`config.mk`:
```
export PLATFORM = sky130hd
export DESIGN_NAME = dma_desc_queue
export DESIGN_NICKNAME = d
export VERILOG_FILES = /design/src/rtl/dma_desc_queue_pkg.sv /design/src/rtl/dma_desc_fifo.sv /design/src/rtl/dma_desc_queue.sv
export SDC_FILE = /design/constraint.sdc
export NUM_CORES = 1
export LEC_CHECK = 0
export CORE_UTILIZATION = 45
export DETAILED_ROUTE_END_ITERATION = 8
export GPL_TIMING_DRIVEN = 0
export PLACE_DENSITY = 0.69
export SLEW_MARGIN = 5
export SYNTH_ARGS = -nofsm -noshare
export SYNTH_HDL_FRONTEND = slang
export SYNTH_SLANG_ARGS = --single-unit
```
`constraint.sdc`:
```
create_clock -name clk -period 2.3 [get_ports clk]
set_input_delay 0.69 -clock clk [delete_from_list [all_inputs] [get_ports clk]]
set_output_delay 0.69 -clock clk [all_outputs]
set_load 0.02 [all_outputs]
```
`src/rtl/dma_desc_queue_pkg.sv`:
```
// Shared definitions for the DMA descriptor queue.
// Holds the bus width default, the active-low level constants and the sequencer
// state encoding. Also holds a helper that sizes a packed descriptor.
package dma_desc_queue_pkg;

    // Default address width of the system bus.
    localparam int BUS_ADDR_WIDTH = 16;

    // Width of the descriptor transfer-mode field.
    localparam int MODE_W = 2;

    // Levels for the active-low controller strobes (dreq_, eop_).
    localparam logic ENABLE_N  = 1'b0;
    localparam logic DISABLE_N = 1'b1;

    // Sequencer states.
    typedef enum logic [1:0] {
        ST_IDLE = 2'd0,
        ST_REQ  = 2'd1,
        ST_WAIT = 2'd2,
        ST_GAP  = 2'd3
    } state_t;

    // Width of one packed descriptor {saddr, daddr, mode}.
    function automatic int desc_width(input int addr_w);
        return 2 * addr_w + MODE_W;
    endfunction

endpackage

```
`src/rtl/dma_desc_fifo.sv`:
```
// Synchronous descriptor FIFO with occupancy count.
// full is evaluated before any same-cycle pop, so a push while full is always
// dropped and reported one cycle later on ovf; the stored entries are untouched.
// rdata always shows the head entry, which is meaningful only while !empty.
module dma_desc_fifo #(
    parameter int W     = 34,
    parameter int DEPTH = 4,
    localparam int PW   = (DEPTH > 1) ? $clog2(DEPTH) : 1,
    localparam int CW   = $clog2(DEPTH + 1)
) (
    input  logic          clk,
    input  logic          rst,
    input  logic          push,
    input  logic [W-1:0]  wdata,
    input  logic          pop,
    output logic [W-1:0]  rdata,
    output logic          full,
    output logic          empty,
    output logic [CW-1:0] count,
    output logic          ovf
);

    logic [W-1:0]  mem [DEPTH];
    logic [PW-1:0] wr_ptr;
    logic [PW-1:0] rd_ptr;
    logic          do_push;
    logic          do_pop;

    assign full    = (count == CW'(DEPTH));
    assign empty   = (count == '0);
    assign do_push = push && !full;
    assign do_pop  = pop && !empty;
    assign rdata   = mem[rd_ptr];

    // Storage array: written only on an accepted push, no reset needed.
    always_ff @(posedge clk) begin
        if (do_push) begin
            mem[wr_ptr] <= wdata;
        end
    end

    // Pointers, occupancy and the overflow pulse. DEPTH is a power of two,
    // so the pointers wrap naturally.
    always_ff @(posedge clk or posedge rst) begin
        if (rst) begin
            wr_ptr <= '0;
            rd_ptr <= '0;
            count  <= '0;
            ovf    <= 1'b0;
        end else begin
            ovf <= push && full;
            if (do_push) begin
                wr_ptr <= wr_ptr + PW'(1);
            end
            if (do_pop) begin
                rd_ptr <= rd_ptr + PW'(1);
            end
            case ({do_push, do_pop})
                2'b10:   count <= count + CW'(1);
                2'b01:   count <= count - CW'(1);
                default: count <= count;
            endcase
        end
    end

endmodule

```
`src/rtl/dma_desc_queue.sv`:
```
// Descriptor queue and sequencer in front of the DMA controller.
// Descriptors are launched one at a time: IDLE latches the FIFO head onto
// dsaddr/ddaddr/dmode, REQ drives dreq_ low for one cycle, WAIT holds until eop_
// or the watchdog expires (either pops the head), GAP idles before the next launch.
//
// Interface semantics: push is a fire-and-forget strobe with no backpressure
// (a push while full is dropped and flagged on ovf); dreq_ is a one-cycle
// active-low request, and eop_ is honoured only while in WAIT, so a stray eop_
// in IDLE, REQ or GAP neither pops nor pulses. The head entry stays in the FIFO
// for the whole transfer, so count includes the descriptor in flight.
module dma_desc_queue
    import dma_desc_queue_pkg::*;
#(
    parameter int ADDR_W  = BUS_ADDR_WIDTH,
    parameter int DEPTH   = 4,
    parameter int TIMEOUT = 1024,
    parameter int GAP     = 1,
    localparam int CW     = $clog2(DEPTH + 1)
) (
    input  logic              clk,
    input  logic              reset,
    input  logic              push,
    input  logic [ADDR_W-1:0] push_saddr,
    input  logic [ADDR_W-1:0] push_daddr,
    input  logic [1:0]        push_mode,
    output logic              full,
    output logic              empty,
    output logic [CW-1:0]     count,
    output logic              ovf,
    output logic [ADDR_W-1:0] dsaddr,
    output logic [ADDR_W-1:0] ddaddr,
    output logic [1:0]        dmode,
    output logic              dreq_,
    input  logic              eop_,
    output logic              busy,
    output logic              done,
    output logic              tmo,
    output state_t            dbg_state
);

    localparam int DW   = desc_width(ADDR_W);
    localparam int WD_W = $clog2(TIMEOUT + 1);
    localparam int GW   = (GAP > 1) ? $clog2(GAP) : 1;

    state_t          state;
    logic [DW-1:0]   head;
    logic [DW-1:0]   wdata;
    logic            pop;
    logic            eop_seen;
    logic            wd_expired;
    logic [WD_W-1:0] wdog;
    logic [GW-1:0]   gap_cnt;

    assign wdata      = {push_saddr, push_daddr, push_mode};
    assign eop_seen   = (eop_ == ENABLE_N);
    assign wd_expired = (wdog == WD_W'(TIMEOUT - 1));
    // The head leaves the FIFO only when its transfer finishes, either way.
    assign pop        = (state == ST_WAIT) && (eop_seen || wd_expired);
    assign busy       = (state == ST_REQ) || (state == ST_WAIT);
    assign dbg_state  = state;

    dma_desc_fifo #(
        .W     (DW),
        .DEPTH (DEPTH)
    ) u_fifo (
        .clk   (clk),
        .rst   (reset),
        .push  (push),
        .wdata (wdata),
        .pop   (pop),
        .rdata (head),
        .full  (full),
        .empty (empty),
        .count (count),
        .ovf   (ovf)
    );

    // Sequencer FSM with its registered outputs, watchdog and gap counter.
    // The watchdog counts cycles since dreq_ went low: it is cleared on entry
    // to REQ, so the REQ cycle itself is the first elapsed cycle. eop_ is
    // tested before expiry so a coincident eop_ reports done, never tmo.
    always_ff @(posedge clk or posedge reset) begin
        if (reset) begin
            state   <= ST_IDLE;
            dsaddr  <= '0;
            ddaddr  <= '0;
            dmode   <= '0;
            dreq_   <= DISABLE_N;
            done    <= 1'b0;
            tmo     <= 1'b0;
            wdog    <= '0;
            gap_cnt <= '0;
        end else begin
            done <= 1'b0;
            tmo  <= 1'b0;
            case (state)
                ST_IDLE: begin
                    if (!empty) begin
                        dsaddr <= head[DW-1 -: ADDR_W];
                        ddaddr <= head[MODE_W +: ADDR_W];
                        dmode  <= head[MODE_W-1:0];
                        dreq_  <= ENABLE_N;
                        wdog   <= '0;
                        state  <= ST_REQ;
                    end
                end
                ST_REQ: begin
                    dreq_ <= DISABLE_N;
                    wdog  <= WD_W'(1);
                    state <= ST_WAIT;
                end
                ST_WAIT: begin
                    if (eop_seen) begin
                        done    <= 1'b1;
                        gap_cnt <= '0;
                        state   <= ST_GAP;
                    end else if (wd_expired) begin
                        tmo     <= 1'b1;
                        gap_cnt <= '0;
                        state   <= ST_GAP;
                    end else begin
                        wdog <= wdog + WD_W'(1);
                    end
                end
                ST_GAP: begin
                    if (gap_cnt == GW'(GAP - 1)) begin
                        state <= ST_IDLE;
                    end else begin
                        gap_cnt <= gap_cnt + GW'(1);
                    end
                end
                default: begin
                    state <= ST_IDLE;
                end
            endcase
        end
    end

endmodule

```
==> reports/metrics.yaml, run 1 <==
cts:
  insertion_delay_ns: 0.43
  holdBufCountCts: 0
  path_clk_slew_ns: 0.07
  cts_tree: "built"
  ctsHtreeMaxLevel: 4
  cts_sinks: 194
  clockRootBuffer: "clkbuf_16"
  numCtsBuffers: 17
  clockBufferDepth: 2
floorplan:
  rows: 47
  io_pins: 84
  die_x_um: 132
  dieArea_um2: 17300
  die_y_um: 132
  initial_core_util_pct: 45.8
  core_area_um2: 16500
power:
  total_power_mw: 12.3
  leakage_nw: 3.39
  powerDensity_nw_per_um2: 1310
  peakVddDrop_mv: 0.706
cells_and_area:
  layout-drive-gt1-share_pct: 28.2
  finalInstanceArea_um2: 9360
  finalNetCount: 551
  layout_common_cells: "136 x edfxtp_1, 79 x clkdlybuf4s50_1, 54 x dfrtp_1"
  areaGrowthSynthToFinish_pct: 23.8
  n_antenna_cell: 0
  instances_no_fill: 734
  postLayoutCoreUtil_pct: 56.7
  layout_commonest_cell: "edfxtp_1"
worst_setup_path:
  cp.arrival_ns: 2.69
  startpoint_type: "register"
  rr_startpoint: "dbg_state[0]"
  worst_path_most_repeated_cell: "xor2_1"
  required_ns: 2.66
  cpPeakStageDelay_ns: 0.43
  rr_worst_depth: 11
  worst-path-stages: 11
  critPathBufInv: 2
  critPathKind: "reg2reg"
  critical_path.max_fanout: 5
  ff2ff_setup_slack_ns: -0.04
  cp_slowest_cell: "dfrtp_2"
  reg2reg_to: "u_fifo.count[2]"
  cp_cell_sequence: "inv_4 > ha_4 > nand4b_1 > nor3_4 > o21a_1 > ha_2 > inv_2 > fa_2 > xor2_1 > nor2_1 > xor2_1"
  crit_family: "adder cells"
  endpoint_kind: "register"
logic_synthesis:
  ys_ff_latch: 194
  syn_avg_cell_area_um2: 19.5
  ys_seq_area_share_pct: 73.2
  synth_edf_count: 136
  ys.flop_type: "edfxtp_1"
  syn_area_um2: 7560
  yosys-top-cells-area: "edfxtp_1 54%, dfrtp_1 19%, mux4_2 10%"
  yosysWarnings: 0
  syn_inst: 387
  async_flop_share_pct: 29.9
  synth_top_area_share_pct: 54.0
  syn_nets: 437
  yosysTopAreaCell: "edfxtp_1"
  yosysUniqueCellTypes: 42
detailed_routing:
  wirelength_um: 13800
  via_per_inst: 5.26
  drtIter0Drc: 190
  drt-wirelength-per-cell_um: 18.9
  drtPass1Iterations: 4
  ant_nets: 0
  route.detailed.drc: 0
  route.vias.total: 3858
timing:
  slew_headroom_pct: 46.9
  finalSetupTns_ns: -0.0381
  min_period_over_period_pct: 102
  finalSetupViolations: 1
  rsz0062_at_grt: "yes"
  setup_slack_ns: -0.0381
  timing.hold.ws_ns: 0.507
  tightest_slew_ns: 0.797
  hold_violations: 0
  fin_skew_ns: 0.00845
  drv_slew: 0
  max_freq_ghz: 0.428
  post-route-min-period_ns: 2.34
hold_path:
  holdPathEnd: "dsaddr[7]"
  min_from: "dsaddr[7]"
  hp-class: "reg2reg"
  min_path_cells: 1
outcome:
  status: "finished with violations"
  violations: "negative setup slack"
place:
  place_ws_ns: -0.689
  dp_hpwl_um: 8400
  placed_area_um2: 8700
  port_buffers: 83
  place_inst: 690
  place_congestion: 0.790
global_routing:
  antenna_found_initial: 0
  grt_max_degree: 59
  overflow: 0
  grt_pass1_wl_um: 22000
  grt_pass1_vias: 4122
  track_usage_pct: 17.2
job:
  maxCapViolations: 0
kinds of logic (layout without fill, tap and decap cells):
group	after synthesis	in the layout	synth area share (%)
adders and majority gates	12	12	2.08
xor gates and xnor gates	6	6	0.695
AOI/OAI and AO/OA	34	34	3.54
DFF	194	194	73.2
buffers and inverters	26	153	1.52
muxes	71	71	15.6
and+or+nand+nor	44	44	3.34
layer usage:
layer / share of wire [%] / track usage, % / up-vias
li1: - / - / 1764
met1: 42 / 21.2 / 1976
met2: 51 / 28.7 / 100
met3: 5.9 / 4.90 / 18
met4: 1.7 / 6.52 / 0
met5: 0 / 0 / -
worst max path at each step:
stage                 start               end  slack, ns
2_1_floorplan  dbg_state[0]   u_fifo.count[2]      -0.11
3_3_place_gp          reset      dbg_state[0]      -1.46
3_5_place_dp           push  u_fifo.mem[3][0]      -0.69
4_1_cts                push  u_fifo.mem[0][2]      -0.23
5_1_grt        dbg_state[0]   u_fifo.count[2]      -0.16
6_report       dbg_state[0]   u_fifo.count[2]      -0.04
sequential cells by signal, indices dropped and copies added (netlist names):
name,cells
u_fifo.mem,136
ddaddr,16
dsaddr,16
wdog,11
u_fifo.count,3
dbg_state,2
dmode,2
u_fifo.rd_ptr,2
u_fifo.wr_ptr,2
done,1
dreq_,1
tmo,1
u_fifo.ovf,1
final cells by class:
type,count,area [um^2]
Fill cell,1260,7160
Buffer,14,70.1
Timing Repair Buffer,96,920
Sequential cell,194,5540
Inverter,11,46.3
Clock inverter,12,85.1
Multi-Input combinational cell,167,1980
Clock buffer,20,447
Tap cell,220,275
where the power goes:
part	switching, mW	internal [mW]
clock network	1.24	1.41
logic	2.24	2.27
registers	0.401	4.74
total	3.88	8.43
timing repair:
action	CTS	global route
endpoints found under the setup margin	147	142
setup buffers	9	4
gates resized for setup	20	7
pin swaps	4	4
synth_stat cells, types with 2 or more instances:
library cell  instances
dfrtp_1              57
nor2b_1               3
o31a_1                2
nand2_1               9
nor4_1                2
a21oi_1               3
xor2_1                3
o41ai_2               3
buf_2                 8
o31ai_1              12
nand3_1               4
and2b_1               2
o21ai_0               6
and3_1                2
a41oi_1               3
xnor2_1               3
mux4_2               34
or3_1                 2
and2_1                5
inv_1                11
ha_1                 11
nor2_1                5
o21a_1                2
and4_1                2
clkbuf_1              6
edfxtp_1            136
mux2_2               36
Note: power is estimated with default switching activity, not from simulation.
==> run 2: changes to the inputs <==
--- a/config.mk
+++ b/config.mk
@@ -5,6 +5,7 @@
 export SDC_FILE = /design/constraint.sdc
 export NUM_CORES = 1
 export LEC_CHECK = 0
+export ABC_CLOCK_PERIOD_IN_PS = 2300
 export CORE_UTILIZATION = 45
 export DETAILED_ROUTE_END_ITERATION = 8
 export GPL_TIMING_DRIVEN = 0
==> results of run 2 <==
The final DEF is identical to that of run 1; final timing and power are the same.
